===== src/rtl/flash_writer.sv =====
`default_nettype none
// ============================================================================
// Module      : flash_writer
// Description : Single-bit SPI program / 4 KB sector-erase engine for a
//               W25Q128-class flash. It sends WREN, then the program or erase
//               command with its 24-bit address (plus data words for a
//               program), then polls RDSR until the flash reports not busy.
// Ports       : clk, reset             - clock, synchronous active-high reset
//               start/op/address/nwords - host command (sampled when busy=0)
//               data_in/data_valid/data_ready - program data handshake
//               busy/done/error         - command status
//               mspi_*                  - SPI flash pins (mode 0)
// Revision    : 1.0 - initial release
// ============================================================================
module flash_writer #(
  parameter int          CS_GAP   = 4,
  parameter logic [23:0] POLL_MAX = 24'hFFFFFF
) (
  input  logic        clk,
  input  logic        reset,
  input  logic        start,
  input  logic        op,
  input  logic [21:0] address,
  input  logic [7:0]  nwords,
  input  logic [15:0] data_in,
  input  logic        data_valid,
  output logic        data_ready,
  output logic        busy,
  output logic        done,
  output logic        error,
  output logic        mspi_cs,
  output logic        mspi_clk,
  output logic        mspi_di,
  input  logic        mspi_do,
  output logic        mspi_wp,
  output logic        mspi_hold
);

  typedef enum logic [3:0] {
    S_IDLE  = 4'd0,
    S_CHECK = 4'd1,
    S_WREN  = 4'd2,
    S_GAP   = 4'd3,
    S_CMD   = 4'd4,
    S_ADDR  = 4'd5,
    S_DATA  = 4'd6,
    S_POLL  = 4'd7,
    S_FIN   = 4'd8
  } state_t;

  state_t      state, state_n;
  logic        phase;        // 0: clock low, 1: clock high
  logic [2:0]  bitcnt;
  logic [1:0]  bytecnt;      // byte index inside the current cs-low state
  logic [7:0]  sr;           // outgoing byte, MSB on the pin
  logic [7:0]  lo_byte;      // odd byte of the word being programmed
  logic [7:0]  wordcnt;
  logic [23:0] pollcnt;
  logic [15:0] gapcnt;
  logic        gap_to_poll;  // GAP exits to POLL instead of CMD
  logic        op_r, err_r;
  logic [21:0] addr_r;
  logic [7:0]  nwords_r;

  logic        sending, word_start, stall, byte_end;
  logic        req_bad, reject, poll_last, poll_timeout;
  logic [23:0] byte_addr, cmd_addr;
  logic [7:0]  load_byte, next_byte;

  assign sending    = (state == S_WREN) || (state == S_CMD) || (state == S_ADDR) ||
                      (state == S_DATA) || (state == S_POLL);
  // A word starts at phase 0 of the first bit of every even data byte.
  assign word_start = (state == S_DATA) && !phase && (bitcnt == 3'd0) && !bytecnt[0];
  assign stall      = word_start && !data_valid;
  assign byte_end   = sending && phase && (bitcnt == 3'd7);

  assign byte_addr  = {1'b1, addr_r, 1'b0};
  assign cmd_addr   = op_r ? {byte_addr[23:12], 12'h000} : byte_addr;

  // Program must stay inside one 256-byte page (128 words).
  assign req_bad    = (nwords_r == 8'd0) || (nwords_r > 8'd128) ||
                      (({2'b00, addr_r[6:0]} + {1'b0, nwords_r}) > 9'd128);
  assign reject     = (state == S_CHECK) && !op_r && req_bad;
  // Status bit0 is the last bit of the status byte, so mspi_do is live here.
  assign poll_last    = (state == S_POLL) && byte_end && bytecnt[0];
  assign poll_timeout = poll_last && mspi_do && (pollcnt == POLL_MAX - 24'd1);

  always_comb begin
    state_n = state;
    case (state)
      S_IDLE:  if (start) state_n = S_CHECK;
      S_CHECK: state_n = reject ? S_FIN : S_WREN;
      S_WREN:  if (byte_end) state_n = S_GAP;
      S_GAP:   if (gapcnt == 16'(CS_GAP - 1)) state_n = gap_to_poll ? S_POLL : S_CMD;
      S_CMD:   if (byte_end) state_n = S_ADDR;
      S_ADDR:  if (byte_end && (bytecnt == 2'd2)) state_n = op_r ? S_GAP : S_DATA;
      S_DATA:  if (byte_end && bytecnt[0] && (wordcnt == nwords_r - 8'd1)) state_n = S_GAP;
      S_POLL:  if (poll_last) state_n = (!mspi_do || poll_timeout) ? S_FIN : S_GAP;
      S_FIN:   state_n = S_IDLE;
      default: state_n = S_IDLE;
    endcase
  end

  // First byte shifted out when a state is entered.
  always_comb begin
    load_byte = 8'h00;
    case (state_n)
      S_WREN:  load_byte = 8'h06;
      S_CMD:   load_byte = op_r ? 8'h20 : 8'h02;
      S_ADDR:  load_byte = cmd_addr[23:16];
      S_POLL:  load_byte = 8'h05;
      default: load_byte = 8'h00;
    endcase
  end

  // Following byte inside the same state.
  always_comb begin
    next_byte = 8'h00;
    case (state)
      S_ADDR:  next_byte = (bytecnt == 2'd0) ? cmd_addr[15:8] : cmd_addr[7:0];
      S_DATA:  next_byte = bytecnt[0] ? 8'h00 : lo_byte;
      default: next_byte = 8'h00;
    endcase
  end

  always_ff @(posedge clk) begin
    if (reset) begin
      state       <= S_IDLE;
      phase       <= 1'b0;
      bitcnt      <= 3'd0;
      bytecnt     <= 2'd0;
      sr          <= 8'h00;
      lo_byte     <= 8'h00;
      wordcnt     <= 8'd0;
      pollcnt     <= 24'd0;
      gapcnt      <= 16'd0;
      gap_to_poll <= 1'b0;
      op_r        <= 1'b0;
      addr_r      <= 22'd0;
      nwords_r    <= 8'd0;
      err_r       <= 1'b0;
    end else begin
      state <= state_n;
      if ((state == S_IDLE) && start) begin
        op_r     <= op;
        addr_r   <= address;
        nwords_r <= nwords;
        err_r    <= 1'b0;
        wordcnt  <= 8'd0;
        pollcnt  <= 24'd0;
      end
      if (reject || poll_timeout) err_r <= 1'b1;
      if (state == S_GAP) gapcnt <= gapcnt + 16'd1;
      if (word_start && data_valid) begin
        sr      <= data_in[15:8];
        lo_byte <= data_in[7:0];
      end
      if (sending && !stall) begin
        phase <= ~phase;
        if (phase) begin
          bitcnt <= bitcnt + 3'd1;
          sr     <= {sr[6:0], 1'b0};
          if (bitcnt == 3'd7) begin
            bytecnt <= bytecnt + 2'd1;
            sr      <= next_byte;
            if ((state == S_DATA) && bytecnt[0]) wordcnt <= wordcnt + 8'd1;
            if (poll_last) pollcnt <= pollcnt + 24'd1;
          end
        end
      end
      // State entry: restart bit timing with the clock low.
      if (state_n != state) begin
        phase   <= 1'b0;
        bitcnt  <= 3'd0;
        bytecnt <= 2'd0;
        gapcnt  <= 16'd0;
        sr      <= load_byte;
        if (state_n == S_GAP) gap_to_poll <= (state != S_WREN);
      end
    end
  end

  assign busy       = (state != S_IDLE) && (state != S_FIN);
  assign done       = (state == S_FIN);
  assign error      = (state == S_FIN) && err_r;
  assign data_ready = word_start;
  assign mspi_cs    = !sending;
  assign mspi_clk   = phase;
  // The first bit of a word goes straight from data_in so the word can be
  // accepted in the same cycle that drives its MSB.
  assign mspi_di    = word_start ? data_in[15] : sr[7];
  assign mspi_wp    = 1'b1;
  assign mspi_hold  = 1'b1;

endmodule
`default_nettype wire

===== config.mk =====
export PLATFORM = sky130hd
export DESIGN_NAME = flash_writer
export DESIGN_NICKNAME = d
export VERILOG_FILES = /design/src/rtl/flash_writer.sv
export SDC_FILE = /design/constraint.sdc
export NUM_CORES = 1
export LEC_CHECK = 0
export BUFFER_PORTS_ARGS = -buffer_cell sky130_fd_sc_hd__clkbuf_2
export CORE_MARGIN = 2
export CORE_UTILIZATION = 59
export DETAILED_ROUTE_END_ITERATION = 10
export GPL_TIMING_DRIVEN = 1
export PLACE_DENSITY = 0.8
export REMOVE_ABC_BUFFERS = 1
export SETUP_SLACK_MARGIN = 0.1
export SYNTH_ARGS = -nofsm -noshare
export SYNTH_HDL_FRONTEND = slang
export SYNTH_SLANG_ARGS = --single-unit

===== constraint.sdc =====
create_clock -name clk -period 4.14 [get_ports clk]
set_clock_uncertainty 0.2 [all_clocks]
set_input_delay 0.828 -clock clk [delete_from_list [all_inputs] [get_ports clk]]
set_output_delay 0.828 -clock clk [all_outputs]
set_load 0.1 [all_outputs]

==> metrics.cfg, run 1 <==
[outcome]
outcome = finished, final reports clean

[setup_path]
crit_chain = nand4bb_1, nor2_2, and3_2, mux2_2, clkbuf_2
critPathLaunchType = register
slowest_delay_ns = 0.55
worst_ep_required_time_ns = 3.11
cp-end-kind = primary output
cpLargestDelayFamily = simple AND/OR/NAND/NOR gates
cp_max_fo = 15
cp_num_buf_inv = 1
worstReg2RegStart = bitcnt[1]
crit_slowest_cell = dfxtp_1
arrival_ns = 2.77
critical_path_class = reg2out
cp-startpoint = state[1]

[sta]
max_freq_ghz = 0.2635
period_share_pct = 91.66
setup_viol = 0
finalSetupTns_ns = 0
finalHoldViolCount = 0
period_needed_ns = 3.795
drv_slew = 0
rsz0062_at_grt = no
slew_headroom_pct = 16.77
tightest_slew_ns = 1.245

[drt]
antenna_left = 0
dr.pass1.iters = 6
vias_per_cell = 5.968
wire_per_inst_um = 15.83
routed-via-count = 5580
drt_iter0_drc = 537
drc = 0
drt_wl_total_mm = 14.80

[logic_synthesis]
synth-main-ff-cell = dfxtp_1
yosysTopAreaCell = dfxtp_1
syn_avg_cell_area_um2 = 7.820
synthCells = 761
synth_top_family_by_area = simple AND/OR/NAND/NOR gates
ys_types = 65
synth_warnings = 0
ys_ff_latch = 107
yosys.area_share.simple_pct = 27.40
yosys.area_share.adder_pct = 4.121
synth.area.top_cells = dfxtp_1 36%, nand2_1 6.9%, a21oi_1 6.7%
synthMuxAreaShare_pct = 4.479
synth_edf_count = 0
netlist_area_mm2 = 0.005951
synth-compound-area-share_pct = 18.27
ys_seq_area_share_pct = 36.00
synth_xor_xnor_area_share_pct = 5.446
synth_largest_type_area_fraction_pct = 36.00
synthArstFlopShare_pct = 0

[min_path]
hold_class = reg2reg
hp-start = addr_r[11]

[clocking]
numCtsBuffers = 9
clk_pin_slew_ns = 0.09
cts_buffer_depth = 2
cts_sinks = 107
insertion_delay_ns = 0.40
cts-root-buf = clkbuf_8
htreeDepth = 3
cts_tree = done
postCtsSetupRepairBufs = 0

[final_layout]
fill_cells = 874
layout.nets = 868
area_delta_synth_final_pct = 8.768
antennaDiodeCount = 0
drive_above_1_share_pct = 13.09

[floorplanning]
die_area_mm2 = 0.01091
die_width_um = 104.4
coreArea_mm2 = 0.009774
initial_utilization_pct = 60.88
ios = 61
fp-row-count = 36
die_h_um = 104.4

[grt]
grt_pass1_vias = 5344
antenna_found_initial = 0
track_usage_pct = 27.72
grt_max_degree = 72
grt_pass1_wl_mm = 24.85
overflow = 0

[power_and_ir_drop]
totalPowerFinal_uw = 2191
irDropWorstVdd_mv = 0.3063
p_leak_uw = 0.002528
p_per_area_mw_per_mm2 = 338.5

[placed_design]
place.gp.congestion = 0.9836
dp_hpwl_mm = 10.48
io_buffers = 58

[job]
cap_violations = 0

[metrics by stage]
| step | utilization [%] | hold WS (ns) | cells | cell area (um^2) | setup slack [ns] |
|---|---|---|---|---|---|
| 2_1_floorplan | - | 0.2268 | 723 | 5774 | 0.3060 |
| 3_3_place_gp | 64.13 | 0.2395 | 919 | 6269 | 0.8022 |
| 3_5_place_dp | 64.13 | 0.2493 | 919 | 6269 | 0.6584 |
| 4_1_cts | 66.21 | 0.2631 | 935 | 6471 | 0.2525 |
| 5_1_grt | 66.22 | 0.2744 | 935 | 6472 | 0.1505 |
| 6_report | 66.22 | 0.2639 | 935 | 6472 | 0.3455 |
[worst paths after layout]
| kind | slack (ns) | endpoint | cells after the start |
|---|---|---|---|
| max | 0.35 | mspi_di | 5 |
| min | 0.26 | addr_r[11] | 2 |
| max reg2reg | 0.63 | sr[5] | 10 |
| min reg2reg | 0.26 | addr_r[11] | 2 |
[power by group]
| part | leakage [uW] | internal (uW) | switching [uW] | total, uW |
|---|---|---|---|---|
| clock network | 0.000102 | 296 | 368 | 664 |
| registers | 0.000867 | 1060 | 48.0 | 1110 |
| logic | 0.00156 | 139 | 276 | 416 |
[kinds of logic after synthesis]
logic type	count (synthesis)
AO/OA/AOI/OAI	165
XOR/XNOR	37
adder cells (fa/ha/maj)	19
buffers and inverters	58
flip-flops	107
multiplexers	25
other	1
AND/OR/NAND/NOR	349
[cells in the final DEF, fill, tap and decap left out, drive strengths merged, types with 4 or more instances in the layout]
cell type | synthesis | routed
o32ai | 4 | 4
nor3 | 14 | 14
a21o | 7 | 7
nand2 | 111 | 111
xnor2 | 17 | 17
dfxtp | 107 | 107
and4 | 5 | 5
mux2i | 12 | 12
a22oi | 8 | 8
nor3b | 5 | 5
nor2 | 101 | 101
nand4 | 15 | 15
or4 | 4 | 4
a31oi | 4 | 4
o211ai | 5 | 5
nand2b | 4 | 4
inv | 19 | 19
a21oi | 80 | 80
clkinv | 0 | 4
or3 | 4 | 4
o21ai | 22 | 22
and2 | 6 | 6
xor2 | 20 | 20
a211oi | 7 | 7
and3 | 17 | 17
ha | 18 | 18
mux2 | 13 | 13
nor4 | 8 | 8
nand3 | 43 | 43
clkbuf | 25 | 68
buf | 14 | 5
o211a | 4 | 4
[synth_stat cells (3+ instances only)]
| cell | n |
|---|---|
| a211oi_1 | 7 |
| a21o_1 | 7 |
| a21oi_1 | 80 |
| a22oi_1 | 8 |
| a31oi_1 | 4 |
| and2_1 | 6 |
| and3_1 | 17 |
| and4_1 | 5 |
| buf_1 | 3 |
| buf_2 | 6 |
| buf_4 | 3 |
| clkbuf_1 | 25 |
| dfxtp_1 | 107 |
| ha_1 | 18 |
| inv_1 | 19 |
| mux2_2 | 13 |
| mux2i_1 | 12 |
| nand2_1 | 110 |
| nand2b_1 | 4 |
| nand3_1 | 43 |
| nand3b_1 | 3 |
| nand4_1 | 15 |
| nor2_1 | 100 |
| nor3_1 | 14 |
| nor3b_1 | 5 |
| nor4_1 | 8 |
| o211a_1 | 4 |
| o211ai_1 | 4 |
| o21a_1 | 3 |
| o21ai_0 | 19 |
| o21ai_1 | 3 |
| o32ai_1 | 3 |
| or2_2 | 3 |
| or3_1 | 4 |
| or4_1 | 4 |
| xnor2_1 | 17 |
| xor2_1 | 20 |
[tightest hold or removal path: stages, from the launching register on]
cell	delay, ns
dfxtp_1	0.32
nand2_1	0.05
a21oi_1	0.05
[area by class of cell]
class / count / area (um^2) / area share [%]
Inverter: 19 / 71.32 / 1.102
Timing Repair Buffer: 63 / 327.8 / 5.065
Multi-Input combinational cell: 597 / 3562 / 55.04
Tap cell: 133 / 166.4 / 2.571
Clock buffer: 10 / 137.6 / 2.126
Clock inverter: 6 / 65.06 / 1.005
Sequential cell: 107 / 2142 / 33.09
[per-layer routing]
metal | GRT usage, % | up-vias | share of wire (%)
met4 | 9.459 | 0 | 2.2
met3 | 6.955 | 31 | 6.7
met5 | 0 | - | 0
li1 | - | 2750 | -
met2 | 45.52 | 211 | 47
met1 | 35.43 | 2588 | 44
[state kept, by name, summed over array words and instances (netlist names)]
register     cells
nwords_r         8
lo_byte          8
pollcnt         24
sr               8
mspi_clk         1
gap_to_poll      1
op_r             1
gapcnt          16
state            4
addr_r          22
bytecnt          2
err_r            1
bitcnt           3
wordcnt          8
[timing repair]
| item | in CTS | in global routing |
|---|---|---|
| endpoints found under the setup margin | 0 | 1 |
| hold buffers | 0 | 0 |
| resized for setup | 0 | 1 |
Note: power is estimated with default switching activity, not from simulation.
==> run 2, diff against run 1 <==
Settings changed: MAX_ROUTING_LAYER from default to met4.
==> metrics.cfg, run 2 (synthesis results as in run 1) <==
[outcome]
outcome = finished, final reports clean

[drt]
vias_per_cell = 6.036
wl_met2_mm = 7.194
dr_wl_met3_um = 887
drc = 0
drt_wl_total_mm = 14.86
drt_iter0_drc = 592
wire_per_inst_um = 15.87
routed-via-count = 5650
dr.pass1.iters = 7
wl_met1_mm = 6.541
top_layer = met4
antenna_left = 0

[power_and_ir_drop]
switchingPower_uw = 690.5
p_leak_uw = 0.002530
power.share.clock_pct = 30.5
internal_power_uw = 1498
sequentialPowerShare_pct = 50.8
swShare_pct = 31.56
combPwrFrac_pct = 18.7
p_per_area_mw_per_mm2 = 337.7
irDropWorstVdd_mv = 0.2937

[final_layout]
area_delta_synth_final_pct = 8.873
layout.nets = 869
reg_top3 = pollcnt (24), addr_r (22), gapcnt (16)
final_cell_mix = 110 x nand2_1, 107 x dfxtp_1, 100 x nor2_1
max_flop_register = pollcnt
largest_reg_flops = 24
fill_cells = 839
antennaDiodeCount = 0
drive_above_1_share_pct = 13.20
final_common_cell = nand2_1

[sta]
max_freq_ghz = 0.2589
tightest_slew_ns = 1.065
finalSetupTns_ns = 0
drv_slew = 0
finalHoldViolCount = 0
rsz0062_at_grt = no
holdWs_ns = 0.2630
period_needed_ns = 3.862
period_share_pct = 93.29
setup_viol = 0
slew_headroom_pct = 28.35

[grt]
antenna_found_initial = 0
track_usage_pct = 28.11
grt_pass1_vias = 5150
grt_max_degree = 67
overflow = 0
grt_pass1_wl_mm = 24.32

[placed_design]
dp_hpwl_mm = 10.61
place.gp.congestion = 0.9587
io_buffers = 58

[floorplanning]
coreArea_mm2 = 0.009774
ios = 61
die_area_mm2 = 0.01091
fp-row-count = 36
die_width_um = 104.4
initial_utilization_pct = 60.88
die_h_um = 104.4

[setup_path]
crit_chain = nand4bb_1, nor2_2, and3_2, mux2_2, clkbuf_2
worst_ep_required_time_ns = 3.11
cp-end-kind = primary output
cp_max_fo = 15
cpLargestDelayFamily = simple AND/OR/NAND/NOR gates
arrival_ns = 2.83
cp_num_buf_inv = 1
critPathLaunchType = register
crit_slowest_cell = dfxtp_1
slowest_delay_ns = 0.54
critical_path_class = reg2out

[min_path]
hold_class = reg2reg

[job]
cap_violations = 0

[clocking]
clk_pin_slew_ns = 0.11
cts-root-buf = clkbuf_8
htreeDepth = 3
cts_tree = done
postCtsSetupRepairBufs = 0
numCtsBuffers = 9
cts_sinks = 107
cts_buffer_depth = 2
insertion_delay_ns = 0.40

## run 2: cell count changes in the layout (fill, tap and decap cells not counted)
cell	change
buf_4	+1
inv_6	+1
clkinv_4	-2
clkinvlp_4	+1
## run 2: timing repair
| item | in CTS | in global routing |
|---|---|---|
| gates resized for setup | 0 | 1 |
| endpoints found under the setup margin | 0 | 1 |
| hold buffers | 0 | 0 |
## run 2: power by group through the flow
stage / Clock (uW) / Combinational (uW) / Sequential (uW)
floorplan: 0 / 284 / 1120
global placement: 0 / 393 / 1130
detailed placement: 0 / 404 / 1130
CTS: 676 / 406 / 1110
global route: 713 / 449 / 1110
finish: 668 / 410 / 1110
## run 2: through the flow
step	worst slack (ns)	instance area [um^2]	cells	total power [uW]	util (%)
floorplan	0.3060	5774	723	1405	-
global placement	0.8061	6276	920	1523	64.21
detailed placement	0.6334	6276	920	1537	64.21
CTS	0.1852	6477	936	2192	66.27
global route	0.1416	6479	936	2277	66.28
finish	0.2780	6479	936	2188	66.28
## run 2: final timing paths
kind                                  start    endpoint  slack, ns  depth (start not counted)
worst max-delay path               state[1]     mspi_di       0.28                          5
worst min-delay path             lo_byte[1]  lo_byte[1]       0.26                          2
worst max register to register  nwords_r[1]       sr[1]       0.72                         10
worst min register to register   lo_byte[1]  lo_byte[1]       0.26                          2
## run 2: routing by layer
layer | vias to the layer above | global-route usage [%]
met4 | 0 | 8.301
met5 | - | -
met1 | 2676 | 34.67
met3 | 23 | 6.579
met2 | 203 | 45.94
li1 | 2748 | -
## run 2: cell type report
cell class              instances  area (um^2)  share of cell area, %
multi-input cells             597         3562                  54.98
flip-flops and latches        107         2142                  33.06
repair buffers                 64        335.3                  5.176
well taps                     133        166.4                  2.569
clock buffers                  10        137.6                  2.124
inverters                      19        71.32                  1.101
clock inverters                 6        63.81                 0.9849
## run 2: worst min-delay path: cells and delay by family (launching register included)
kind	cells	cell delay, ns
AO/OA/AOI/OAI	1	0.05
AND/OR/NAND/NOR	1	0.05
flip-flops	1	0.32
==> run 3, diff against run 2 <==
Settings changed: CORE_UTILIZATION 59 to 40, PLACE_DENSITY 0.8 to default.
==> metrics.cfg, run 3 (synthesis results as in run 1) <==
[final_layout]
max_flop_register = pollcnt
layout.nets = 870
final_common_cell = nand2_1
finalNonFillerCells = 988
area_delta_synth_final_pct = 11.86
drive_above_1_share_pct = 13.18
largest_reg_flops = 24
final_cell_mix = 110 x nand2_1, 107 x dfxtp_1, 100 x nor2_1
reg_top3 = pollcnt (24), addr_r (22), gapcnt (16)
design_area_mm2 = 0.006656
antennaDiodeCount = 0

[setup_path]
arrival_ns = 2.78
critical_path_class = reg2out
slowest_delay_ns = 0.55
cp_max_fo = 15
cpLargestDelayFamily = simple AND/OR/NAND/NOR gates
cp_num_buf_inv = 1
crit_slowest_cell = dfxtp_1
worstReg2RegStart = bitcnt[1]
critPathLaunchType = register
cp-end-kind = primary output
crit_chain = nand4bb_1, nor2_2, and3_2, mux2_2, clkbuf_2
cp-startpoint = state[1]
worst_ep_required_time_ns = 3.11

[clocking]
insertion_delay_ns = 0.36
cts_buffer_depth = 2
cts_sinks = 107
clk_pin_slew_ns = 0.08
cts_hold_buf = 0
htreeDepth = 3
cts-root-buf = clkbuf_16
postCtsSetupRepairBufs = 0
numCtsBuffers = 9
cts_tree = done

[floorplanning]
coreArea_mm2 = 0.01453
fp-row-count = 44
die_h_um = 126.0
ios = 61
initial_utilization_pct = 40.94
die_width_um = 126.0
die_area_mm2 = 0.01587

[sta]
max_freq_ghz = 0.2627
slew_headroom_pct = 44.47
drv_slew = 0
period_share_pct = 91.96
period_needed_ns = 3.807
finalSetupTns_ns = 0
fin_ws_ns = 0.3331
finalHoldViolCount = 0
tightest_slew_ns = 0.8306
setup_viol = 0
rsz0062_at_grt = no

[placed_design]
pre_cts_slack_ns = 0.5935
place.gp.congestion = 0.9118
numPlacedInstances = 972
dpl_cell_area_mm2 = 0.006347
io_buffers = 58
dp_hpwl_mm = 11.25

[power_and_ir_drop]
p_per_area_mw_per_mm2 = 365.6
p_leak_uw = 0.002588
totalPowerFinal_uw = 2433
irDropWorstVdd_mv = 0.2234

[min_path]
hp-start = addr_r[11]
hold_class = reg2reg

[grt]
antenna_found_initial = 0
grt_max_degree = 67
track_usage_pct = 20.49
grt_pass1_vias = 5317
overflow = 0
grt_pass1_wl_mm = 25.79

[drt]
wire_per_inst_um = 15.77
vias_per_cell = 5.589
drt_wl_total_mm = 15.58
dr.pass1.iters = 6
routed-via-count = 5522
drc = 0
antenna_left = 0
drt_iter0_drc = 622

[job]
cap_violations = 0

[outcome]
outcome = finished, final reports clean

-- run 3: cell count changes in the layout (fill, tap and decap cells not counted), moves of 2 or more --
cell	delta
clkbuf_16	+9
clkbuf_8	-9
clkinv_2	-2
clkinvlp_4	-2
inv_6	+2
-- run 3: stage by stage --
step                      util (%)  hold WS, ns
after global routing         45.80       0.2815
after global placement       43.67       0.2411
after detailed placement     43.67       0.2503
after CTS                    45.79       0.2611
final                        45.80       0.2615
after floorplan                  -       0.2268
-- run 3: tightest hold or removal path, delay by kind of cell, from the launching register on --
kind	cells	cell delay, ns
AOI/OAI and AO/OA	1	0.05
and+or+nand+nor	1	0.05
DFF	1	0.32
-- run 3: power breakdown --
group / internal (uW) / leakage (uW) / switching (uW) / total [uW]
logic: 140 / 0.00157 / 279 / 418
clock network: 494 / 0.000151 / 412 / 907
registers: 1060 / 0.000867 / 45.6 / 1110
total: 1700 / 0.00259 / 737 / 2430
-- run 3: what timing repair did --
| action | 4_1_cts | 5_1_grt |
|---|---|---|
| hold endpoints to repair | 0 | 0 |
| endpoints found under the setup margin | 0 | 1 |
| gates resized for setup | 0 | 1 |
-- run 3: cell type report --
type                       count  area [um^2]
fill                        1480         7878
multi-input combinational    597         3562
sequential                   107         2142
timing repair buffer          65        342.8
clock buffer                  11        242.7
tap                          184        230.2
inverter                      19        71.32
clock inverter                 5        65.06
-- run 3: path summary, 6_finish.rpt --
path | end | slack [ns] | depth (start not counted)
worst min register to register | addr_r[11] | 0.26 | 2
worst min-delay path | addr_r[11] | 0.26 | 2
worst max-delay path | mspi_di | 0.33 | 5
worst max register to register | sr[5] | 0.65 | 10
-- run 3: routing by layer --
| layer | GRT usage, % | part of all wire [%] | vias up |
|---|---|---|---|
| met1 | 25.70 | 47 | 2610 |
| met4 | 6.787 | 1.8 | 0 |
| met2 | 33.27 | 47 | 130 |
| met3 | 3.951 | 4.3 | 25 |
| li1 | - | - | 2757 |
| met5 | - | 0 | - |
